## src/rtl/dac_spi_tx.sv

```systemverilog
// SPI (mode 0,0) transmitter for an MCP4911-class 10-bit DAC: frames a sample into a
// 16-bit command word, shifts it MSB first, then pulses LDAC. One-entry holding register.
module dac_spi_tx #(
    parameter int CLK_DIV = 25,
    parameter bit BUF     = 1'b0,
    parameter bit GA_N    = 1'b1
) (
    input  logic       sysclk,
    input  logic       rst_n,
    input  logic [9:0] data_in,
    input  logic       load,
    output logic       dac_cs_n,
    output logic       dac_sck,
    output logic       dac_sdi,
    output logic       dac_ldac_n,
    output logic       busy,
    output logic       overrun
);

    localparam logic [1:0] S_IDLE  = 2'd0;
    localparam logic [1:0] S_SHIFT = 2'd1;
    localparam logic [1:0] S_GAP   = 2'd2;
    localparam logic [1:0] S_LDAC  = 2'd3;

    localparam logic [7:0] HLAST = 8'(CLK_DIV - 1);

    function automatic logic [15:0] frame_word(input logic [9:0] d);
        return {1'b0, BUF, GA_N, 1'b1, d, 2'b00};
    endfunction

    logic [1:0]  state_q, state_d;
    logic [7:0]  hcnt_q, hcnt_d;
    logic [4:0]  half_q, half_d;
    logic [15:0] sh_q, sh_d;
    logic        pend_q, pend_d;
    logic [9:0]  pend_data_q, pend_data_d;
    logic        cs_n_q, cs_n_d;
    logic        sck_q, sck_d;
    logic        sdi_q, sdi_d;
    logic        ldac_n_q, ldac_n_d;
    logic        busy_q, busy_d;
    logic        ovr_q, ovr_d;

    logic        hend;
    logic        start;
    logic [9:0]  start_data;
    logic [15:0] start_word;

    always_comb begin
        state_d     = state_q;
        half_d      = half_q;
        sh_d        = sh_q;
        pend_d      = pend_q;
        pend_data_d = pend_data_q;
        cs_n_d      = cs_n_q;
        sck_d       = sck_q;
        sdi_d       = sdi_q;
        ldac_n_d    = ldac_n_q;
        busy_d      = busy_q;
        start       = 1'b0;
        start_data  = data_in;
        start_word  = 16'h0000;

        hend   = (hcnt_q == HLAST);
        hcnt_d = hend ? 8'd0 : hcnt_q + 8'd1;

        // A load while busy always lands in the holding register; a second one overwrites it.
        ovr_d = load && (state_q != S_IDLE) && pend_q;
        if (load && (state_q != S_IDLE)) begin
            pend_d      = 1'b1;
            pend_data_d = data_in;
        end

        case (state_q)
            S_IDLE: begin
                hcnt_d = 8'd0;
                if (load) begin
                    start      = 1'b1;
                    start_data = data_in;
                end
            end
            S_SHIFT: begin
                if (hend) begin
                    if (half_q == 5'd31) begin
                        state_d = S_GAP;
                        cs_n_d  = 1'b1;
                        sck_d   = 1'b0;
                    end else begin
                        half_d = half_q + 5'd1;
                        sck_d  = ~sck_q;
                        if (sck_q) begin
                            sdi_d = sh_q[15];
                            sh_d  = {sh_q[14:0], 1'b0};
                        end
                    end
                end
            end
            S_GAP: begin
                if (hend) begin
                    state_d  = S_LDAC;
                    ldac_n_d = 1'b0;
                end
            end
            default: begin
                if (hend) begin
                    ldac_n_d = 1'b1;
                    // A load in this final cycle is treated as already pending.
                    if (pend_q || load) begin
                        start      = 1'b1;
                        start_data = load ? data_in : pend_data_q;
                        pend_d     = 1'b0;
                    end else begin
                        state_d = S_IDLE;
                        busy_d  = 1'b0;
                    end
                end
            end
        endcase

        if (start) begin
            start_word = frame_word(start_data);
            state_d    = S_SHIFT;
            hcnt_d     = 8'd0;
            half_d     = 5'd0;
            cs_n_d     = 1'b0;
            sck_d      = 1'b0;
            sdi_d      = start_word[15];
            sh_d       = {start_word[14:0], 1'b0};
            busy_d     = 1'b1;
        end
    end

    always_ff @(posedge sysclk or negedge rst_n) begin
        if (!rst_n) begin
            state_q     <= S_IDLE;
            hcnt_q      <= 8'd0;
            half_q      <= 5'd0;
            sh_q        <= 16'h0000;
            pend_q      <= 1'b0;
            pend_data_q <= 10'h000;
            cs_n_q      <= 1'b1;
            sck_q       <= 1'b0;
            sdi_q       <= 1'b0;
            ldac_n_q    <= 1'b1;
            busy_q      <= 1'b0;
            ovr_q       <= 1'b0;
        end else begin
            state_q     <= state_d;
            hcnt_q      <= hcnt_d;
            half_q      <= half_d;
            sh_q        <= sh_d;
            pend_q      <= pend_d;
            pend_data_q <= pend_data_d;
            cs_n_q      <= cs_n_d;
            sck_q       <= sck_d;
            sdi_q       <= sdi_d;
            ldac_n_q    <= ldac_n_d;
            busy_q      <= busy_d;
            ovr_q       <= ovr_d;
        end
    end

    assign dac_cs_n   = cs_n_q;
    assign dac_sck    = sck_q;
    assign dac_sdi    = sdi_q;
    assign dac_ldac_n = ldac_n_q;
    assign busy       = busy_q;
    assign overrun    = ovr_q;

endmodule

```

## config.mk

```make
export PLATFORM = sky130hd
export DESIGN_NAME = dac_spi_tx
export DESIGN_NICKNAME = d
export VERILOG_FILES = /design/src/rtl/dac_spi_tx.sv
export SDC_FILE = /design/constraint.sdc
export NUM_CORES = 1
export LEC_CHECK = 0
export ABC_CLOCK_PERIOD_IN_PS = 5900
export CAP_MARGIN = 10
export CORE_MARGIN = 2
export CORE_UTILIZATION = 47
export CTS_CLUSTER_DIAMETER = 80
export CTS_CLUSTER_SIZE = 40
export DETAILED_ROUTE_END_ITERATION = 7
export PLACE_DENSITY_LB_ADDON = 0.12
export SLEW_MARGIN = 25
export SYNTH_ARGS = -nofsm -noshare
export SYNTH_HDL_FRONTEND = slang
export SYNTH_SLANG_ARGS = --single-unit
```

## constraint.sdc

```tcl
create_clock -name sysclk -period 5.9 [get_ports sysclk]
set_input_delay 0.885 -clock sysclk [delete_from_list [all_inputs] [get_ports sysclk]]
set_output_delay 0.885 -clock sysclk [all_outputs]
set_load 0.01 [all_outputs]
```

==> impl_metrics.tcl, run 1 <==
set metrics [dict create \
    outcome "complete, no violations" \
    ant_nets 0 \
    placed_area_um2 2470 \
    fin_skew_ns 0.00781 \
    antenna_found_initial 0 \
    worstSetupEndpointType "flop" \
    arrival_ns 2.75 \
    fin_crit_sh 0.429 \
    cts_made_buffers 5 \
    worst_slew_pin_slew_ns 0.935 \
    first_iter_violations 116 \
    use_met1 0.265 \
    hpwlAfterDp_um 3170 \
    vias 1713 \
    top_usage_layer "met2" \
    grt_use_met3 0.0425 \
    wirelength_um 4570 \
    area_delta_synth_final_pct 12.6 \
    relSlewSlack 0.375 \
    drc 0 \
    vias_per_cell 6.07 \
    io_buffer_count 18 \
    max_stage_delay_ns 0.59 \
    clk_pin_slew_worst_paths_ns 0.08 \
    yosys.area.top_type "dfrtp_1" \
    grt_remaining_overflow 0 \
    yosysWarnings 0 \
    slowest_stage "clkdlybuf4s50_1" \
    cts_tree "yes" \
    antenna_cells 0 \
    drv_cap 0 \
    syn_area_um2 2270 \
    synth_area_per_cell_um2 10.7 \
    routabilityCongestion 0.805 \
    fmax_mhz 395 \
    post_cts_resized 0 \
    synth-edff-count 0 \
    wl_per_cell_um 16.2 \
    cts_num_sinks 45 \
    ys_top_cells_by_area "dfrtp_1 47%, ha_1 5.0%, mux2_2 5.0%" \
    hold_buffers 0 \
    grt_use_met2 0.298 \
    ys_types 40 \
    cp_data_required_time_ns 6.12 \
    postCtsSetupBuffers 0 \
    n_fill_cell 417 \
    core_area_um2 4690 \
    clk_latency_ns 0.29 \
    ctsHtreeMaxLevel 2 \
    syn_nets 235 \
    yosysTopAreaCellShare 0.474 \
    hold_path.class "reg2reg" \
    crit_path_frequent_cell "a21oi_1" \
    p_per_area_nw_per_um2 208 \
    grt_pass1_wl_um 7930 \
    dieArea_um2 5410 \
    ys_seq_area_frac 0.497 \
    p_leak_nw 1.17 \
    clk_path_buf_depth 2 \
    slew_viol_final 0 \
    fin_tns_setup_ns 0 \
    peakVddDrop_mv 0.131 \
    ys.flop_type "dfrtp_1" \
    crit_fanout 22 \
    io_pins 19 \
    fp-row-count 25 \
    start_kind "input pin" \
    hold_violations 0 \
    postSynthCellCount 213 \
    grt_start_max_net_pins 46 \
    ys_ff_latch 45 \
    setup_viol 0 \
    period_needed_ns 2.53 \
    grt_pass1_vias 1687 \
    nets 249 \
    die_y_um 73.5 \
    chipWidth_um 73.5 \
    cp_cell_sequence "clkdlybuf4s50_1, and3b_1, a21oi_1, buf_4, or4_1, a21oi_1" \
    crit_type "in2reg" \
    track_usage 0.189 \
    cts_root_buf "clkbuf_8" \
    rsz0062_at_grt "no" \
    synthArstFlopShare 1.00 \
    drive_above_1_share 0.105 \
    start_util 0.484 \
    fin_area_um2 2560 \
    first_pass_iters 5 \
]
-- layout by cell type (no fill, tap or decap), types with 2 or more instances in the layout --
cell type / instances
a21oi_1: 10
a22oi_1: 9
a31oi_1: 12
and2_1: 2
and3_1: 4
and3b_1: 2
buf_4: 2
clkbuf_1: 2
clkbuf_8: 5
clkdlybuf4s50_1: 17
dfrtp_1: 43
dfstp_2: 2
ha_1: 9
inv_1: 6
mux2_2: 10
mux2i_1: 10
nand2_1: 4
nand3_1: 15
nand3b_1: 3
nor2_1: 4
nor2b_1: 2
nor3_1: 7
o21a_1: 3
o21ai_0: 19
o31ai_1: 3
or4_1: 3
xor2_1: 5
-- routing by layer --
metal	part of all wire	up-vias
met1	0.48	843
met5	0	-
met4	0.011	0
met3	0.044	7
met2	0.47	46
li1	-	817
-- sequential cells by signal (all words and copies together), names as in the netlist, 2 cells and up --
| signal | count |
|---|---|
| sh_q | 13 |
| pend_data_q | 10 |
| half_q | 5 |
| hcnt_q | 8 |
| state_q | 2 |
-- final cells by class --
type | count | area [um2] | share of cell area
Clock inverter | 1 | 7.51 | 0.00293
Clock buffer | 7 | 76.3 | 0.0298
Multi-Input combinational cell | 150 | 1070 | 0.419
Sequential cell | 45 | 1130 | 0.441
Tap cell | 54 | 67.6 | 0.0264
Timing Repair Buffer | 19 | 185 | 0.0724
Inverter | 6 | 22.5 | 0.00880
-- cells by family (layout without fill, tap and decap cells) --
kind of cell,count (synthesis),after routing,synth area share
buffers and inverters,18,33,0.0336
XOR/XNOR,6,6,0.0231
flip-flops,45,45,0.497
multiplexers,20,20,0.0936
AND/OR/NAND/NOR,52,52,0.135
AO/OA/AOI/OAI,63,63,0.169
adder cells (fa/ha/maj),9,9,0.0496
-- power by group --
| part | internal [W] | total (W) | switching (W) | leakage (nW) |
|---|---|---|---|---|
| Combinational | 0.0000154 | 0.0000284 | 0.0000131 | 0.564 |
| Sequential | 0.000315 | 0.000319 | 0.00000361 | 0.568 |
| Clock | 0.0000839 | 0.000184 | 0.000100 | 0.0385 |
-- cells in the mapped netlist (2+ instances only) --
cell type	instances
o21ai_1	2
nand2_1	4
dfrtp_1	43
inv_1	6
and3_1	4
a22oi_1	9
dfstp_2	2
a21oi_1	10
nand3_1	15
xor2_1	5
o21ai_0	19
nor3_1	7
a31oi_1	12
nor2b_1	2
clkbuf_1	9
o31ai_1	3
or4_1	3
nor2_1	4
nand3b_1	3
and2_1	2
ha_1	9
and3b_1	2
o21a_1	3
mux2_2	10
mux2i_1	10
-- stage by stage --
step | power, W | std cells | hold slack [ns] | util | setup WS, ns
after floorplan | 0.000335 | 213 | 0.477 | - | 3.83
after global placement | 0.000352 | 274 | 0.474 | 0.526 | 3.14
after detailed placement | 0.000354 | 274 | 0.467 | 0.526 | 3.09
after CTS | 0.000539 | 282 | 0.486 | 0.544 | 3.40
after global routing | 0.000559 | 282 | 0.529 | 0.545 | 3.31
final | 0.000532 | 282 | 0.480 | 0.545 | 3.37
-- worst max-delay path: cells and delay by family --
| family | cells | cell delay (ns) |
|---|---|---|
| buffers and inverters | 2 | 0.81 |
| and+or+nand+nor | 2 | 0.81 |
| AOI/OAI and AO/OA | 2 | 0.23 |
-- path summary, 6_finish.rpt --
check,startpoint,to,slack (ns),depth (start not counted)
min reg2reg,busy,busy,0.48,1
max,load,half_q[3],3.37,6
max in group asynchronous,rst_n,sh_q[12],4.93,1
min in group asynchronous,rst_n,hcnt_q[1],0.58,1
min,busy,busy,0.48,1
max reg2reg,state_q[0],half_q[3],3.53,7
No activity file was read; power rests on OpenSTA's default activity.
==> run 2, diff against run 1 <==
--- a/config.mk
+++ b/config.mk
@@ -5,7 +5,7 @@
 export SDC_FILE = /design/constraint.sdc
 export NUM_CORES = 1
 export LEC_CHECK = 0
-export ABC_CLOCK_PERIOD_IN_PS = 5900
+export ABC_CLOCK_PERIOD_IN_PS = 2200
 export CAP_MARGIN = 10
 export CORE_MARGIN = 2
 export CORE_UTILIZATION = 47
==> constraint.sdc (replaced) <==
create_clock -name sysclk -period 2.2 [get_ports sysclk]
set_input_delay 0.33 -clock sysclk [delete_from_list [all_inputs] [get_ports sysclk]]
set_output_delay 0.33 -clock sysclk [all_outputs]
set_load 0.01 [all_outputs]
==> run 2 against run 1 <==
Net effect:
- wire length grew 6.3%
- clock power grew to 2.7 times the previous value
- clock skew shrank 0.0011 ns
- flip-flop and latch count is the same
==> impl_metrics.tcl, run 2 (synthesis results as in run 1) <==
set metrics [dict create \
    multi_input_area_um2 1070 \
    clk_pin_slew_worst_paths_ns 0.09 \
    cp_cell_sequence "or4b_4, or4_1, buf_4, mux2i_1, a22oi_1" \
    ctsHtreeMaxLevel 2 \
    finalPower_w 0.00143 \
    fin_crit_sh 0.956 \
    relSlewSlack 0.622 \
    worstSetupEndpointType "flop" \
    cts_made_buffers 5 \
    first_iter_violations 146 \
    io_pins 19 \
    crit_type "reg2reg" \
    vias 1785 \
    hpwlAfterDp_um 3450 \
    dieArea_um2 5410 \
    start_kind "flop" \
    combPwrFrac 0.056 \
    outcome "complete, no violations" \
    switchingPower_w 0.000314 \
    max_stage_delay_ns 0.56 \
    vias_per_cell 5.85 \
    clk_path_buf_depth 2 \
    die_y_um 73.5 \
    first_pass_iters 4 \
    rsz0062_at_grt "no" \
    ant_nets 0 \
    fin_hold_ws_ns 0.493 \
    hold_path.class "reg2reg" \
    cp_data_required_time_ns 2.35 \
    p_clk_frac 0.346 \
    wl_per_cell_um 15.9 \
    antenna_found_initial 0 \
    nets 272 \
    cts_root_buf "clkbuf_8" \
    drv_cap 0 \
    track_usage 0.193 \
    cts_num_sinks 45 \
    grt_pass1_wl_um 7960 \
    regArea_um2 1130 \
    fp-row-count 25 \
    regMostFlops "sh_q" \
    pwr-share-seq 0.598 \
    p_leak_nw 1.29 \
    largest_reg_flops 13 \
    arrival_ns 2.26 \
    chipWidth_um 73.5 \
    clk_latency_ns 0.29 \
    peakVddDrop_mv 0.460 \
    p_sw_frac 0.220 \
    p_int_w 0.00112 \
    hold_violations 0 \
    crit_fanout 10 \
    area_delta_synth_final_pct 20.8 \
    fmax_mhz 476 \
    reg.largest.list "sh_q (13), pend_data_q (10), hcnt_q (8)" \
    grt_start_max_net_pins 28 \
    fin_area_um2 2740 \
    drive_above_1_share 0.183 \
    slowest_stage "or4b_4" \
    worst_slew_pin_slew_ns 0.568 \
    fin_skew_ns 0.00667 \
    antenna_cells 0 \
    worst_slack_ns 0.0970 \
    cp_num_buf_inv 1 \
    critical-path-top-delay-family "simple AND/OR/NAND/NOR gates" \
    pre_cts_slack_ns -0.263 \
    placed_area_um2 2620 \
    start_util 0.484 \
    cts_tree "yes" \
    slew_viol_final 0 \
    grt_pass1_vias 1728 \
    setup_viol 0 \
    n_fill_cell 412 \
    fin_util 0.585 \
    grt_remaining_overflow 0 \
    io_buffer_count 18 \
    final_common_cell "dfrtp_1" \
    period_needed_ns 2.10 \
    p_per_area_nw_per_um2 521 \
    wirelength_um 4850 \
    routabilityCongestion 0.812 \
    core_area_um2 4690 \
    final_cell_mix "43 x dfrtp_1, 22 x buf_4, 19 x o21ai_0, 17 x clkdlybuf4s50_1, 15 x nand3_1" \
    drc 0 \
]
## run 2: power groups by stage
stage                     clock (W)  combinational, W  sequential [W]
after CTS                  0.000511         0.0000826        0.000855
after floorplan                   0         0.0000296        0.000869
after detailed placement          0         0.0000809        0.000871
final                      0.000495         0.0000804        0.000855
after global routing       0.000558         0.0000902        0.000857
after global placement            0         0.0000775        0.000870
## run 2: stage by stage
stage               instances  TNS (ns)
global route              305         0
detailed placement        293     -2.43
finish                    305         0
global placement          293    -0.706
CTS                       302         0
floorplan                 213         0
## run 2: path summary, 6_finish.rpt
kind | from | end | slack (ns) | cells past startpoint
min in group asynchronous | rst_n | dac_sck | 0.51 | 2
worst min-delay path | busy | busy | 0.49 | 1
worst max register to register | hcnt_q[7] | sh_q[12] | 0.1 | 5
max in group asynchronous | rst_n | dac_cs_n | 1.06 | 3
worst max-delay path | hcnt_q[7] | sh_q[12] | 0.1 | 5
worst min register to register | busy | busy | 0.49 | 1
## run 2: final cells by class
class	count	share of cell area
clock buffers	7	0.0278
clock inverters	1	0.00274
inverters	6	0.00821
multi-input cells	150	0.390
flip-flops and latches	45	0.411
well taps	54	0.0246
repair buffers	42	0.135
## run 2: timing repair
item                                    in CTS  in global routing
hold endpoints to repair                    17                  0
hold buffers                                 1                  0
resized for setup                            1                  0
endpoints found under the setup margin       5                  5
buffers inserted                             0                  3
## run 2: routing by layer
layer | vias to the layer above | global-route usage | share of wire | routed length, um
met1 | 876 | 0.258 | 0.46 | 2230
met5 | - | 0 | 0 | 0
li1 | 862 | - | - | -
met4 | 0 | 0.0646 | 0.013 | 61
met3 | 5 | 0.0480 | 0.036 | 174
met2 | 42 | 0.306 | 0.49 | 2380
